**config.mk**
```make
export PLATFORM = sky130hd
export DESIGN_NAME = sort_group_packer
export DESIGN_NICKNAME = d
export VERILOG_FILES = /design/src/rtl/sort_pkg.sv /design/src/rtl/sort_pack_fifo.sv /design/src/rtl/sort_group_packer.sv
export SDC_FILE = /design/constraint.sdc
export NUM_CORES = 1
export LEC_CHECK = 0
export CORE_MARGIN = 2
export CORE_UTILIZATION = 30
export DETAILED_ROUTE_END_ITERATION = 10
export PLACE_DENSITY_LB_ADDON = 0.15
export SLEW_MARGIN = 40
export SYNTH_ARGS = -nofsm -noshare
export SYNTH_HDL_FRONTEND = slang
export SYNTH_SLANG_ARGS = --single-unit
```
**constraint.sdc**
```tcl
create_clock -name clk -period 3.7 [get_ports clk]
set_input_delay 0.925 -clock clk [delete_from_list [all_inputs] [get_ports clk]]
set_output_delay 0.925 -clock clk [all_outputs]
set_load 0.01 [all_outputs]
```
**src/rtl/sort_pkg.sv**
```systemverilog
// Shared definitions for the sorter back-end stages.
//   GROUP_SIZE : number of sorted elements packed into one group word.
//   ptr_w()    : FIFO pointer width. It is one bit wider than the address
//                so that full and empty can be told apart.
package sort_pkg;

    localparam int GROUP_SIZE = 4;

    function automatic int ptr_w(input int depth);
        return $clog2(depth) + 1;
    endfunction

endpackage

```
**src/rtl/sort_pack_fifo.sv**
```systemverilog
// Small synchronous FIFO holding completed groups.
// Ports:
//   clk, rst_n    : clock, asynchronous active-low reset
//   clr           : synchronous flush. It wins over a same-cycle push/pop.
//   push, wdata   : write one entry. The caller never pushes while full.
//   pop           : drop the head entry. The caller only pops when non-empty.
//   full, empty   : occupancy flags, decoded from the registered pointers only
//   head          : head entry, or all zeros while empty
module sort_pack_fifo
    import sort_pkg::*;
#(
    parameter int W     = 33,
    parameter int DEPTH = 4
) (
    input  logic         clk,
    input  logic         rst_n,
    input  logic         clr,
    input  logic         push,
    input  logic         pop,
    input  logic [W-1:0] wdata,
    output logic         full,
    output logic         empty,
    output logic [W-1:0] head
);

    localparam int PW = ptr_w(DEPTH);
    localparam int AW = PW - 1;

    logic [W-1:0]  mem [DEPTH];
    logic [PW-1:0] wr_ptr;
    logic [PW-1:0] rd_ptr;

    always_ff @(posedge clk or negedge rst_n) begin
        if (!rst_n) begin
            wr_ptr <= '0;
            rd_ptr <= '0;
        end else if (clr) begin
            wr_ptr <= '0;
            rd_ptr <= '0;
        end else begin
            if (push) wr_ptr <= wr_ptr + PW'(1);
            if (pop)  rd_ptr <= rd_ptr + PW'(1);
        end
    end

    // The storage is not reset. Only the pointers decide which entries are live.
    always_ff @(posedge clk) begin
        if (push && !clr) mem[wr_ptr[AW-1:0]] <= wdata;
    end

    assign empty = (wr_ptr == rd_ptr);
    assign full  = (wr_ptr[PW-1] != rd_ptr[PW-1]) &&
                   (wr_ptr[AW-1:0] == rd_ptr[AW-1:0]);
    assign head  = empty ? '0 : mem[rd_ptr[AW-1:0]];

endmodule

```
**src/rtl/sort_group_packer.sv**
```systemverilog
// Packs the sorted element stream into groups of four elements. Each group is
// checked for non-decreasing order and then queued for the consumer.
// Ports:
//   clk, rst_n        : clock, asynchronous active-low reset
//   clr               : synchronous clear of the partial group, the FIFO and the counters
//   in_val/in_rdy     : element handshake. An element transfers on a cycle where
//                       both are high. in_rdy depends on registers only.
//   in_data           : sorted element (DW bits)
//   out_val/out_rdy   : group handshake. A group transfers on a cycle where both
//                       are high. out_val depends on registers only.
//   out_data          : packed group; element k is in [k*DW +: DW]
//   out_err           : the head group was out of order
//   grp_cnt, err_cnt  : wrapping counts of pushed groups and of pushed error groups
module sort_group_packer
    import sort_pkg::*;
#(
    parameter int DW    = 8,
    parameter int DEPTH = 4,
    parameter int CW    = 16
) (
    input  logic                     clk,
    input  logic                     rst_n,
    input  logic                     clr,
    input  logic                     in_val,
    input  logic [DW-1:0]            in_data,
    output logic                     in_rdy,
    output logic                     out_val,
    input  logic                     out_rdy,
    output logic [GROUP_SIZE*DW-1:0] out_data,
    output logic                     out_err,
    output logic [CW-1:0]            grp_cnt,
    output logic [CW-1:0]            err_cnt
);

    localparam int GW = GROUP_SIZE * DW;
    localparam int FW = GW + 1;

    logic [1:0]    idx;
    logic [DW-1:0] lane [GROUP_SIZE];
    logic          grp_err;

    logic          accept;
    logic          push;
    logic          pop;
    logic          lane_lt;
    logic          push_err;
    logic [DW-1:0] prev;
    logic          full;
    logic          empty;
    logic [FW-1:0] wdata;
    logic [FW-1:0] head;

    assign accept = in_val && in_rdy;
    assign push   = accept && (idx == 2'd3);
    assign pop    = out_val && out_rdy;

    // Lane 0 has no predecessor. The wrapped lane[3] read on lane 0 is ignored.
    assign prev     = lane[idx - 2'd1];
    assign lane_lt  = (idx != 2'd0) && (in_data < prev);
    assign push_err = grp_err | lane_lt;

    // Lane 3 does not need to be stored first. It goes straight into the FIFO entry.
    assign wdata = {push_err, in_data, lane[2], lane[1], lane[0]};

    // Lanes 0..2 always proceed. Only the lane that completes a group waits for room.
    assign in_rdy   = (idx != 2'd3) || !full;
    assign out_val  = !empty;
    assign out_data = head[GW-1:0];
    assign out_err  = head[GW];

    always_ff @(posedge clk or negedge rst_n) begin
        if (!rst_n) begin
            idx     <= 2'd0;
            grp_err <= 1'b0;
            for (int k = 0; k < GROUP_SIZE; k++) lane[k] <= '0;
        end else if (clr) begin
            idx     <= 2'd0;
            grp_err <= 1'b0;
        end else if (accept) begin
            lane[idx] <= in_data;
            idx       <= idx + 2'd1;
            // Lane 0 starts a new group, so the sticky flag is cleared there.
            grp_err   <= (idx == 2'd0) ? 1'b0 : push_err;
        end
    end

    always_ff @(posedge clk or negedge rst_n) begin
        if (!rst_n) begin
            grp_cnt <= '0;
            err_cnt <= '0;
        end else if (clr) begin
            grp_cnt <= '0;
            err_cnt <= '0;
        end else if (push) begin
            grp_cnt <= grp_cnt + CW'(1);
            if (push_err) err_cnt <= err_cnt + CW'(1);
        end
    end

    sort_pack_fifo #(
        .W     (FW),
        .DEPTH (DEPTH)
    ) u_fifo (
        .clk   (clk),
        .rst_n (rst_n),
        .clr   (clr),
        .push  (push),
        .pop   (pop),
        .wdata (wdata),
        .full  (full),
        .empty (empty),
        .head  (head)
    );

endmodule

```
==> results of run 1 <==
## what timing repair did
item | 4_1_cts | 5_1_grt
setup endpoints to repair | 0 | 2
resized for setup | 0 | 1
hold endpoints to repair | 0 | 0
## report_power, final
part,internal (W),switching (W)
sequential,0.00265,0.000150
clock,0.00139,0.000888
combinational,0.000227,0.000205
total,0.00427,0.00124
## metrics by stage
| step | util (%) | cells | hold slack [ns] | worst slack, ns |
|---|---|---|---|---|
| 2_1_floorplan | - | 554 | 0.4729 | 0.5504 |
| 3_3_place_gp | 35.34 | 1014 | 0.4829 | 0.2473 |
| 3_5_place_dp | 35.35 | 1014 | 0.4927 | 0.1183 |
| 4_1_cts | 38.03 | 1058 | 0.4618 | 0.07523 |
| 5_1_grt | 38.06 | 1058 | 0.4804 | 0.02368 |
| 6_report | 38.06 | 1058 | 0.4334 | 0.1534 |
## registers in the layout, indices dropped and copies added (netlist names)
name,flops
grp_cnt,16
lane,32
grp_err,1
u_fifo.mem,132
idx,2
err_cnt,16
u_fifo.rd_ptr,3
u_fifo.wr_ptr,3
## cells in the final DEF, fill, tap and decap left out, drive strengths merged, types with 9 or more instances in the layout
master           n
dfrtp           73
and2            38
buf             24
nor2            27
a21oi           19
nand4           10
edfxtp         132
xor2             9
clkbuf          38
inv             16
nand2           20
xnor2           13
clkdlybuf4s50   78
ha              18
mux4            40
mux2            36
## worst max-delay path: stages (launching register included)
cell and delay (ns):
dfrtp_1 0.45, xnor2_1 0.47, nand3b_1 0.19, buf_4 0.27, and2_1 0.22, clkdlybuf4s50_1 0.50
## metal layers
| metal | share of wire [%] | up-vias | wire length [um] |
|---|---|---|---|
| met1 | 46 | 2680 | 9236 |
| li1 | - | 2331 | - |
| met5 | 0 | - | 0 |
| met4 | 2.0 | 0 | 410 |
| met3 | 4.2 | 34 | 852 |
| met2 | 48 | 117 | 9687 |
## area by class of cell
class	instances	share of cell area, %
flip-flops and latches	205	52.73
clock buffers	38	6.516
clock inverters	6	0.5126
multi-input cells	308	26.00
well taps	384	4.375
repair buffers	102	9.353
inverters	15	0.5126
## kinds of logic after synthesis
kind of cell | count (synthesis) | share of synthesized area [%]
AOI/OAI and AO/OA | 46 | 3.179
DFF | 205 | 65.67
xor gates and xnor gates | 22 | 2.185
and+or+nand+nor | 144 | 9.040
adders and majority gates | 18 | 2.554
buffers and inverters | 41 | 2.114
muxes | 78 | 15.25
## path summary, 6_finish.rpt
path,startpoint,to,slack [ns]
max,u_fifo.wr_ptr[0],out_data[17],0.15
min,rst_n,grp_cnt[5],0.43
max reg2reg,idx[1],err_cnt[13],0.34
min reg2reg,lane[5],lane[5],0.50
max in group asynchronous,rst_n,u_fifo.rd_ptr[0],2.75
min in group clk,lane[5],lane[5],0.50
==> impl_metrics.json, run 1 <==
{
  "num_rows": 62,
  "coreArea_um2": 28860,
  "grt_max_degree": 74,
  "drive_gt1_share_pct": 19.58,
  "grt-ovfl-total": 0,
  "ir_drop_mv": 0.2604,
  "nFillCells": 2734,
  "powerDensity_nw_per_um2": 502.4,
  "rsz0062_at_grt": "no",
  "die-area_um2": 30780,
  "critPathKind": "flop to output port",
  "required_ns": 2.77,
  "ant_nets": 0,
  "insertedDiodeCount": 0,
  "boundaryPins": 80,
  "worstMarginPinSlew_ns": 0.7085,
  "area_growth_pct": 24.56,
  "cts_tree": "done",
  "grt_util_met1_pct": 18.45,
  "initial_utilization_pct": 30.55,
  "hpwl_um": 12110,
  "p_leak_nw": 3.865,
  "holdBufCountCts": 0,
  "yosysMostFrequentCell": "edfxtp_1",
  "synthTopCellsByCount": "edfxtp_1 (132), dfrtp_1 (73), and2_1 (38), mux4_2 (36), mux2_2 (35)",
  "grt_pass1_vias": 5595,
  "multi_input_area_um2": 2855,
  "dr.pass1.iters": 4,
  "clock-sinks": 205,
  "clock_path_buffers": 3,
  "critPathArrivalTime_ns": 2.62,
  "drc": 0,
  "slew_headroom_pct": 52.77,
  "fmax_mhz": 282.0,
  "vias_per_cell": 4.879,
  "clk_pin_slew_ns": 0.06,
  "grt_pass1_wl_um": 32060,
  "syn-num-nets": 585,
  "synth_enable_flop_cells": 132,
  "power_w": 0.005518,
  "async_flop_share_pct": 35.61,
  "wl_per_cell_um": 19.08,
  "grt_use_met3_pct": 2.554,
  "die_h_um": 175.4,
  "crit_fanout": 26,
  "grt_util_met2_pct": 22.05,
  "numPortBuffers": 79,
  "ys_seq_area_share_pct": 65.67,
  "regArea_um2": 5792,
  "syn_area_per_cell_um2": 15.92,
  "worst_hold_path_type": "primary input to asynchronous set/reset pin",
  "synth_top_cell_area_share_pct": 44.96,
  "insertion_delay_ns": 0.51,
  "cts.htree.levels": 1,
  "ys_ff_latch": 205,
  "cts_buffers": 24,
  "busiest_layer": "met2",
  "nets": 687,
  "cp-end-kind": "output port",
  "stdcell_area_um2": 10980,
  "yosys_warnings": 0,
  "hold_viol": 0,
  "antenna_found_initial": 0,
  "routed_wl_um": 20190,
  "r2r_cells": 10,
  "yosys-top-cells-area": "edfxtp_1 (45%), dfrtp_1 (21%), mux4_2 (9.2%)",
  "fin_crit_ns": 3.547,
  "cts-root-buf": "clkbuf_16",
  "syn_area_um2": 8817,
  "setup_tns_ns": 0,
  "drtIter0Drc": 241,
  "fp.dieW_um": 175.4,
  "drv_slew": 0,
  "fin_skew_ns": 0.01078,
  "place_area_um2": 10200,
  "ys_types": 44,
  "cts_setup_buffers": 0,
  "ys.flop_type": "edfxtp_1",
  "status": "finished clean",
  "synthCells": 554,
  "cp-start-kind": "flop",
  "grt_usage_pct": 13.42,
  "fin_crit_sh_pct": 95.86,
  "synth_area_leader_cell": "edfxtp_1",
  "gp_congestion": 0.7165,
  "drv_cap": 0,
  "finalSetupViolCount": 0,
  "vias": 5162
}
No activity file was read; power rests on OpenSTA's default activity.
==> run 2, diff against run 1 <==
Settings changed: HOLD_SLACK_MARGIN set to 0.1, TNS_END_PERCENT set to 50.
==> results of run 2 <==
The final DEF is identical to that of run 1; final timing and power are the same.
==> run 3, diff against run 2 <==
Settings changed: CORE_UTILIZATION 30 to 57.
==> impl_metrics.json, run 3 (synthesized netlist as in run 1, its figures left out) <==
{
  "ant_nets": 0,
  "r2r_cells": 11,
  "area_growth_pct": 20.01,
  "crit_fanout": 22,
  "critPathArrivalTime_ns": 2.58,
  "boundaryPins": 80,
  "grt_pass1_wl_um": 28420,
  "rsz0062_at_grt": "no",
  "stdcell_area_um2": 10580,
  "place_area_um2": 9903,
  "setup_tns_ns": 0,
  "cts.htree.levels": 1,
  "cp-end-kind": "output port",
  "p_leak_nw": 3.821,
  "die_h_um": 128.4,
  "grt_pass1_vias": 5442,
  "status": "finished clean",
  "drv_slew": 0,
  "top_layer": "met4",
  "fin_crit_sh_pct": 94.61,
  "initial_utilization_pct": 58.22,
  "cts_buffers": 21,
  "clock-sinks": 205,
  "die-area_um2": 16480,
  "grt-ovfl-total": 0,
  "hold_slack_ns": 0.3215,
  "coreArea_um2": 15150,
  "grt_max_degree": 44,
  "gp_congestion": 0.8068,
  "largest_register_ff_count": 132,
  "drive_gt1_share_pct": 20.45,
  "routed_wl_um": 17650,
  "dr.pass1.iters": 4,
  "most-common-layout-cells": "edfxtp_1 (132), clkdlybuf4s50_1 (78), dfrtp_1 (72)",
  "vias": 5133,
  "cts_resized": 0,
  "powerDensity_nw_per_um2": 494.7,
  "route.met3.wl_um": 886,
  "drv_cap": 0,
  "drtIter0Drc": 430,
  "cts_setup_buffers": 0,
  "critPathKind": "flop to output port",
  "ir_drop_mv": 0.3646,
  "final_common_cell": "edfxtp_1",
  "cp-start-kind": "flop",
  "insertedDiodeCount": 0,
  "wl_per_cell_um": 20.57,
  "hpwl_um": 11060,
  "dp_slack_ns": 0.1770,
  "fmax_mhz": 285.7,
  "worst_hold_path_type": "primary input to asynchronous set/reset pin",
  "clk_pin_slew_ns": 0.06,
  "reg2reg_to": "err_cnt[9]",
  "setup_slack_ns": 0.1995,
  "cts-root-buf": "clkbuf_16",
  "fin_skew_ns": 0.008999,
  "antenna_found_initial": 0,
  "finalSetupViolCount": 0,
  "r2r_slack_ns": 0.31,
  "hold_viol": 0,
  "num_rows": 45,
  "nets": 687,
  "met2WireLength_um": 8931,
  "vias_per_cell": 5.983,
  "insertion_delay_ns": 0.49,
  "cts_tree": "done",
  "clock_path_buffers": 3,
  "numPortBuffers": 79,
  "holdBufCountCts": 0,
  "worstMarginPinSlew_ns": 0.7765,
  "drc": 0,
  "grt_usage_pct": 22.38,
  "slew_headroom_pct": 48.23,
  "required_ns": 2.77,
  "fin_crit_ns": 3.500,
  "r2r-start": "idx[1]",
  "fp.dieW_um": 128.4,
  "wl_met1_um": 7498
}
[run 3: cell types whose count changed in the layout (fill, tap and decap cells not counted), sizes merged]
cell and delta:
buf +3, clkinv +4, clkbuf -13, clkinvlp +2
[run 3: power breakdown]
group | internal, W | leakage [nW] | switching [W] | total, W
sequential | 0.00265 | 2.16 | 0.000151 | 0.00280
combinational | 0.000230 | 1.34 | 0.000206 | 0.000437
clock | 0.00114 | 0.321 | 0.000852 | 0.00199
[run 3: critical path: stages (launching register included)]
cell and delay [ns]:
dfrtp_2 0.41, buf_4 0.44, mux4_2 0.55, and2_1 0.19, clkdlybuf4s50_1 0.48
[run 3: final cells by class]
class / instances / area, um2
clock buffers: 25 / 550.5
inverters: 15 / 56.30
multi-input cells: 308 / 2846
fillers: 1024 / 4564
repair buffers: 105 / 1001
well taps: 188 / 235.2
clock inverters: 12 / 100.1
flip-flops and latches: 205 / 5792
[run 3: worst max-delay path by stage]
stage                     start                to  slack, ns
4_1_cts        u_fifo.rd_ptr[0]       out_data[7]       0.13
2_1_floorplan            in_val  u_fifo.mem[0][0]       0.55
3_3_place_gp         in_data[2]        err_cnt[7]       0.29
3_5_place_dp         in_data[2]        err_cnt[7]       0.18
6_report       u_fifo.rd_ptr[0]      out_data[17]       0.20
5_1_grt                  idx[1]       err_cnt[15]       0.04
[run 3: per-layer routing]
layer,vias to the layer above,track usage (%)
met5,-,0
met4,0,5.753
met3,27,3.368
met2,154,38.64
met1,2626,30.37
li1,2326,-
[run 3: metrics by stage]
stage	total power [W]	cells	utilization, %
4_1_cts	0.005267	857	69.68
3_5_place_dp	0.003284	820	65.39
3_3_place_gp	0.003247	820	65.39
5_1_grt	0.005427	858	69.86
2_1_floorplan	0.003088	554	-
6_report	0.005234	858	69.86
